### src/rtl/seq_detector_param.sv
// Sliding-window symbol sequence detector with a writable pattern and a registered match pulse.
// Optional saturating match counter is built only when SEQDET_COUNT_EN is defined.
module seq_detector_param #(
  parameter int SYM_W   = 2,
  parameter int SEQ_LEN = 3,
  parameter int CNT_W   = 8,
  parameter logic [SEQ_LEN*SYM_W-1:0] DEF_PAT = 6'b11_10_01
) (
  input  logic                         clk,
  input  logic                         reset,
  input  logic                         in_valid,
  input  logic [SYM_W-1:0]             in_sym,
  input  logic                         overlap_en,
  input  logic                         pat_wr,
  input  logic [$clog2(SEQ_LEN)-1:0]   pat_idx,
  input  logic [SYM_W-1:0]             pat_data,
  input  logic                         clr_count,
  output logic                         match,
  output logic [$clog2(SEQ_LEN+1)-1:0] fill,
  output logic [CNT_W-1:0]             match_count
);

  localparam int PW     = SEQ_LEN * SYM_W;
  localparam int FILL_W = $clog2(SEQ_LEN + 1);

  // Window slot 0 holds the oldest symbol, so it lines up with pattern symbol 0.
  logic [PW-1:0]     r_win;
  logic [PW-1:0]     r_pat;
  logic [FILL_W-1:0] r_fill;
  logic              r_match;

  logic              w_shift;
  logic              w_pat_ok;
  logic [PW-1:0]     w_win_next;
  logic              w_hit;

  // A write strobe always swallows the input symbol, even when its index is out of range.
  assign w_shift    = in_valid && !pat_wr;
  assign w_pat_ok   = pat_wr && (32'(pat_idx) < SEQ_LEN);
  assign w_win_next = {in_sym, r_win[PW-1:SYM_W]};
  assign w_hit      = w_shift && (r_fill >= FILL_W'(SEQ_LEN - 1)) && (w_win_next == r_pat);

  always_ff @(posedge clk or posedge reset) begin
    if (reset) begin
      r_win   <= '0;
      r_pat   <= DEF_PAT;
      r_fill  <= '0;
      r_match <= 1'b0;
    end else begin
      r_match <= w_hit;
      if (w_pat_ok) begin
        for (int i = 0; i < SEQ_LEN; i++) begin
          if (32'(pat_idx) == i) r_pat[i*SYM_W +: SYM_W] <= pat_data;
        end
        r_fill <= '0;
      end else if (w_shift) begin
        r_win <= w_win_next;
        if (w_hit && !overlap_en)
          r_fill <= '0;
        else if (r_fill < FILL_W'(SEQ_LEN))
          r_fill <= r_fill + FILL_W'(1);
      end
    end
  end

  assign match = r_match;
  assign fill  = r_fill;

`ifdef SEQDET_COUNT_EN
  logic [CNT_W-1:0] r_count;

  // Clear beats a coincident hit.
  always_ff @(posedge clk or posedge reset) begin
    if (reset)
      r_count <= '0;
    else if (clr_count)
      r_count <= '0;
    else if (w_hit && (r_count != {CNT_W{1'b1}}))
      r_count <= r_count + CNT_W'(1);
  end

  assign match_count = r_count;
`else
  logic w_unused_clr;

  assign w_unused_clr = clr_count;
  assign match_count  = '0;
`endif

endmodule

### config.mk
export PLATFORM = sky130hd
export DESIGN_NAME = seq_detector_param
export DESIGN_NICKNAME = d
export VERILOG_FILES = /design/src/rtl/seq_detector_param.sv
export SDC_FILE = /design/constraint.sdc
export NUM_CORES = 1
export LEC_CHECK = 0
export ABC_AREA = 1
export ABC_CLOCK_PERIOD_IN_PS = 1500
export CAP_MARGIN = 20
export CORE_MARGIN = 4
export CORE_UTILIZATION = 25
export CTS_CLUSTER_SIZE = 12
export DETAILED_ROUTE_END_ITERATION = 8
export PLACE_DENSITY_LB_ADDON = 0.15
export SYNTH_ARGS = -nofsm -noshare
export SYNTH_HDL_FRONTEND = slang
export SYNTH_SLANG_ARGS = --single-unit
export TNS_END_PERCENT = 30
### constraint.sdc
create_clock -name clk -period 1.5 [get_ports clk]
set_input_delay 0.3 -clock clk [delete_from_list [all_inputs] [get_ports clk]]
set_output_delay 0.3 -clock clk [all_outputs]
set_load 0.03 [all_outputs]
==> metrics.yaml, run 1 <==
drt_iter0_drc: 17
synth_compound_area_frac: 0.0763
start_kind: "register"
holdWs_ns: 0.237
fin_util: 0.353
grt_max_degree: 9
design.die.area_sq_um: 4110
setup_violations: 0
clock-root-buffer: "clkbuf_4"
min_path_type: "in -> async"
drc: 0
postRouteAntennaNets: 0
p_per_area_nw_per_um2: 888
vias: 634
clk_pin_slew_ns: 0.09
fillers: 333
num_antenna_cells: 0
routed_wl_mm: 1.51
crit_chain: "inv_2, ha_4, nor2_2, nor2_2, nand2_2, nor2_4, nand3_4, nand2_4, nand2_2, or2_0, nand2_1"
die_h_um: 64.1
synth_edf_count: 0
stdcell_count: 170
std_cell_rows: 20
cp.required_ns: 1.71
ios: 23
crit_arrival_ns: 1.69
cts_made_buffers: 3
synth_top_area_share: 0.286
multiInputGateArea_sq_um: 395
nNetsFinal: 141
drv_cap: 0
synth_warnings: 0
rr_worst_depth: 11
slowest_delay_ns: 0.41
seqCellArea_sq_um: 333
worstSkewPairLatency_ns: 0.28
fin_skew_ns: 0.00657
synth_top_family_by_area: "simple AND/OR/NAND/NOR gates"
ys_top_cells_by_area: "dfrtp_1 29%, dfstp_2 13%, nand2_1 12%"
r2r_setup_slack_ns: 0.02
hold_violations: 0
synth-simple-area-share: 0.273
cpMaxStageDelayCell: "dfrtp_2"
cts_max_level: 1
design.core.area_sq_um: 3030
grt.total_usage: 0.0835
synthAdderAreaFrac: 0.0318
status: "finished clean"
wire_per_inst_um: 8.91
synth.most_common_cell: "nand2_1"
grt_pass1_vias: 601
drt_pass1_iterations: 3
syn_avg_cell_area_sq_um: 7.64
p_leak_nw: 0.542
die-width_um: 64.1
synth_ff_type: "dfrtp_1"
drive_gt1_frac: 0.270
end_kind: "register"
grt_antenna_before_repair: 0
netlist_area_sq_um: 787
gp_congestion: 0.732
cts_buffer_depth: 2
routed_via_density: 3.73
hpwl_mm: 1.22
post-place-cells: 163
place.port_buffers: 13
muxShareOfSynthArea: 0
synth_top_area_cell: "dfrtp_1"
cts_tree: "built"
synth_xor_area_frac: 0.0223
yosys_register_bits: 13
cts.sinks: 13
fmax_mhz: 675
synth_cells: 103
rr_startpoint: "fill[0]$_DFFE_PP0P_"
ys_types: 22
grt_overflow: 0
path_class: "reg -> reg"
rr_endpoint: "fill[1]$_DFFE_PP0P_"
min_period_ns: 1.48
vdd_drop_max_uv: 407
grt_pass1_wl_mm: 2.66
initial_utilization: 0.260
async_flop_share: 1.00
crit_fanout: 3
rsz0062_at_grt: "yes"
syn_to_final_growth_pct: 35.8
synth-seq-area-share: 0.420
yosys-top-cells-count: "25 x nand2_1, 17 x inv_1, 10 x o21ai_0"
maxSlewViolCount: 0
fin_crit_sh: 0.988
-- critical path, delay by kind of cell, from the launching register on --
family	cells	cell delay, ns
fa+ha+maj	1	0.12
simple gates	9	0.79
flops	1	0.41
buf+inv	1	0.08
-- cell type report --
class	count	area share
multi-input cells	69	0.370
clock inverters	1	0.00468
inverters	20	0.0703
flip-flops and latches	13	0.311
well taps	44	0.0515
repair buffers	20	0.171
clock buffers	3	0.0211
-- report_power, final --
part	switching, W	internal, W
clock network	0.000122	0.0000988
logic	0.000167	0.000113
registers	0.0000375	0.000411
total	0.000326	0.000623
-- registers in the layout, indices dropped and copies added, names as in the netlist --
register / cells
match: 1
r_pat: 6
fill: 2
r_win: 4
-- worst max-delay path by stage --
stage | from | end | slack (ns) | depth (start not counted)
final | fill[0]$_DFFE_PP0P_ | fill[1]$_DFFE_PP0P_ | 0.02 | 11
after global routing | fill[0]$_DFFE_PP0P_ | fill[1]$_DFFE_PP0P_ | -0.13 | 11
after CTS | fill[0]$_DFFE_PP0P_ | fill[1]$_DFFE_PP0P_ | -0.01 | 11
after floorplan | fill[0]$_DFFE_PP0P_ | fill[1]$_DFFE_PP0P_ | 0.002 | 11
after global placement | pat_wr | fill[1]$_DFFE_PP0P_ | -0.26 | 11
after detailed placement | pat_wr | fill[1]$_DFFE_PP0P_ | -0.29 | 11
-- cell usage in the layout (no fill, tap or decap), types with 2 or more instances in the layout --
cell	synthesis	routed
dfstp_2	4	4
clkdlybuf4s50_1	0	9
nand2_4	1	2
nand3_1	6	6
nor2_1	4	3
nand2_2	2	4
buf_4	8	7
dfrtp_1	9	7
o21ai_0	10	10
conb_1	1	8
inv_2	2	3
nor2_4	1	2
nand2_1	25	22
inv_1	17	16
nor2_2	3	3
dfrtp_2	0	2
clkbuf_4	0	3
a21oi_1	2	2
dlygate4sd2_1	0	2
-- per-layer routing --
metal  vias up  global-route usage  wire length, um
met1       275               0.115              719
met4         0              0.0475               17
met5         -                   0                0
met2        15               0.115              693
li1        342                   -                -
met3         2              0.0246               84
-- metrics by stage --
| step | TNS [ns] | worst slack, ns | instance area [sq um] | total power [W] |
|---|---|---|---|---|
| floorplan | 0 | 0.00183 | 816 | 0.000641 |
| global placement | -0.530 | -0.259 | 971 | 0.000707 |
| detailed placement | -0.574 | -0.292 | 971 | 0.000711 |
| CTS | -0.0137 | -0.0137 | 995 | 0.000934 |
| global route | -0.222 | -0.133 | 1070 | 0.00104 |
| finish | 0 | 0.0186 | 1070 | 0.000949 |
-- kinds of logic after synthesis --
kind of cell	count (synthesis)
buf+inv	28
xor+xnor	2
other cells	1
compound gates	12
fa+ha+maj	2
flops	13
simple gates	45
-- what timing repair did --
item	in CTS	in global routing
setup buffers	0	3
hold buffers	0	0
gates cloned	0	0
gates resized for setup	3	12
setup endpoints to repair	4	2
pin swaps	0	9
(Power assumes the default switching activity.)
==> inputs of run 2 (changes only) <==
- CTS_CLUSTER_SIZE: 12 -> 40
==> results of run 2 <==
Same layout as run 1: the final DEF is identical, and so are final timing and power.
==> inputs of run 3 (changes only) <==
- MAX_ROUTING_LAYER: not set -> met4
==> metrics.yaml, run 3 (synthesis results as in run 1) <==
p_leak_nw: 0.542  # unchanged
grt.met2_usage: 0.115  # unchanged
grt_pass1_vias: 599  # was 601
largest-register: "r_pat"  # unchanged
drc: 0  # unchanged
maxSlewViolCount: 0  # unchanged
rr_startpoint: "fill[0]$_DFFE_PP0P_"  # unchanged
fin_skew_ns: 0.00665  # was 0.00657 ns
min_period_ns: 1.48  # about the same
rr_endpoint: "fill[1]$_DFFE_PP0P_"  # unchanged
routed_wl_mm: 1.51  # about the same
cts_max_level: 1  # unchanged
start_kind: "register"  # unchanged
cts_tree: "built"  # unchanged
cp.required_ns: 1.71  # about the same
clk_pin_slew_ns: 0.09  # about the same
r2r_setup_slack_ns: 0.02  # about the same
wire_per_inst_um: 8.89  # was 8.91 um
grt_antenna_before_repair: 0  # unchanged
clock-root-buffer: "clkbuf_4"  # unchanged
largest_register_ffs: 6  # unchanged
status: "finished clean"  # unchanged
worstSkewPairLatency_ns: 0.28  # about the same
met1_usage: 0.116  # was 0.115
die_h_um: 64.1  # unchanged
design.die.area_sq_um: 4110  # unchanged
routed_via_density: 3.74  # was 3.73
design.core.area_sq_um: 3030  # unchanged
vdd_drop_max_uv: 407  # about the same
post-place-cells: 163  # unchanged
crit_fanout: 3  # unchanged
crit_arrival_ns: 1.69  # about the same
min_path_type: "in -> async"  # unchanged
initial_utilization: 0.260  # unchanged
layout_commonest_cell: "nand2_1"  # unchanged
cts_made_buffers: 3  # unchanged
nNetsFinal: 141  # unchanged
die-width_um: 64.1  # unchanged
grt_max_degree: 9  # unchanged
grt_pass1_wl_mm: 2.65  # was 2.66 mm
cts_buffer_depth: 2  # unchanged
drt_iter0_drc: 15  # was 17
ios: 23  # unchanged
drive_gt1_frac: 0.270  # unchanged
p_per_area_nw_per_um2: 888  # about the same
drv_cap: 0  # unchanged
grt.total_usage: 0.0857  # was 0.0835
hpwl_mm: 1.22  # unchanged
final_cell_mix: "22 x nand2_1, 16 x inv_1, 10 x o21ai_0"  # unchanged
hold_violations: 0  # unchanged
path_class: "reg -> reg"  # unchanged
design_area_sq_um: 1070  # unchanged
rsz0062_at_grt: "yes"  # unchanged
grt_overflow: 0  # unchanged
syn_to_final_growth_pct: 35.8  # unchanged
dpl_cell_area_sq_um: 971  # unchanged
postRouteAntennaNets: 0  # unchanged
gp_congestion: 0.741  # was 0.732
fmax_mhz: 675  # about the same
grt_busiest_layer: "met1"  # was met2
num_antenna_cells: 0  # unchanged
fin_util: 0.353  # unchanged
place.port_buffers: 13  # unchanged
rr_worst_depth: 11  # unchanged
stdcell_count: 170  # unchanged
std_cell_rows: 20  # unchanged
cts.sinks: 13  # unchanged
fin_crit_sh: 0.987  # was 0.988
vias: 635  # was 634
gr-usage-met3: 0.0228  # was 0.0246
end_kind: "register"  # unchanged
drt_pass1_iterations: 3  # unchanged
setup_violations: 0  # unchanged
## run 3: cell counts in the layout (fill, tap and decap cells not counted)
No cell type changed its count.
## run 3: what timing repair did
action / in CTS / in global routing
hold endpoints to repair: 0 / 0
buffers inserted: 0 / 3
endpoints found under the setup margin: 4 / 2
pin swaps: 0 / 9
hold buffers: 0 / 0
resized for setup: 3 / 12
## run 3: worst max-delay path by stage
| stage | startpoint | to | slack, ns | cells after the start |
|---|---|---|---|---|
| CTS | fill[0]$_DFFE_PP0P_ | fill[1]$_DFFE_PP0P_ | -0.01 | 11 |
| finish | fill[0]$_DFFE_PP0P_ | fill[1]$_DFFE_PP0P_ | 0.02 | 11 |
| global placement | pat_wr | fill[1]$_DFFE_PP0P_ | -0.26 | 11 |
| detailed placement | pat_wr | fill[1]$_DFFE_PP0P_ | -0.29 | 11 |
| floorplan | fill[0]$_DFFE_PP0P_ | fill[1]$_DFFE_PP0P_ | 0.002 | 11 |
| global route | fill[0]$_DFFE_PP0P_ | fill[1]$_DFFE_PP0P_ | -0.13 | 11 |
## run 3: report_power, final
group	leakage [nW]	switching, W	internal (W)
registers	0.155	0.0000374	0.000411
logic	0.369	0.000167	0.000113
clock network	0.0177	0.000122	0.0000988
## run 3: metrics by stage
step | power [W] | setup TNS (ns) | setup WS (ns) | hold WS, ns
detailed placement | 0.000711 | -0.574 | -0.292 | 0.491
global route | 0.00104 | -0.222 | -0.133 | 0.245
CTS | 0.000934 | -0.0137 | -0.0137 | 0.245
finish | 0.000949 | 0 | 0.0191 | 0.237
global placement | 0.000707 | -0.530 | -0.259 | 0.488
floorplan | 0.000641 | 0 | 0.00183 | 0.174
## run 3: layout make-up
class                   instances  area (sq um)
well taps                      44          55.1
inverters                      20          75.1
clock inverters                 1          5.00
multi-input cells              69           395
clock buffers                   3          22.5
repair buffers                 20           183
flip-flops and latches         13           333
fillers                       333          1960
## run 3: layer usage
layer  vias up  routed length (um)  share of wire
li1        342                   -              -
met1       276                 718           0.47
met2        15                 697           0.46
met3         2                  79          0.052
met4         0                  17          0.011
met5         -                   0              0
## run 3: worst max-delay path, stage by stage, from the launching register on
cell and delay (ns):
dfrtp_2 0.41, inv_2 0.08, ha_4 0.12, nor2_2 0.03
nor2_2 0.08, nand2_2 0.08, nor2_4 0.12, nand3_4 0.09
nand2_4 0.08, nand2_2 0.04, or2_0 0.21, nand2_1 0.06
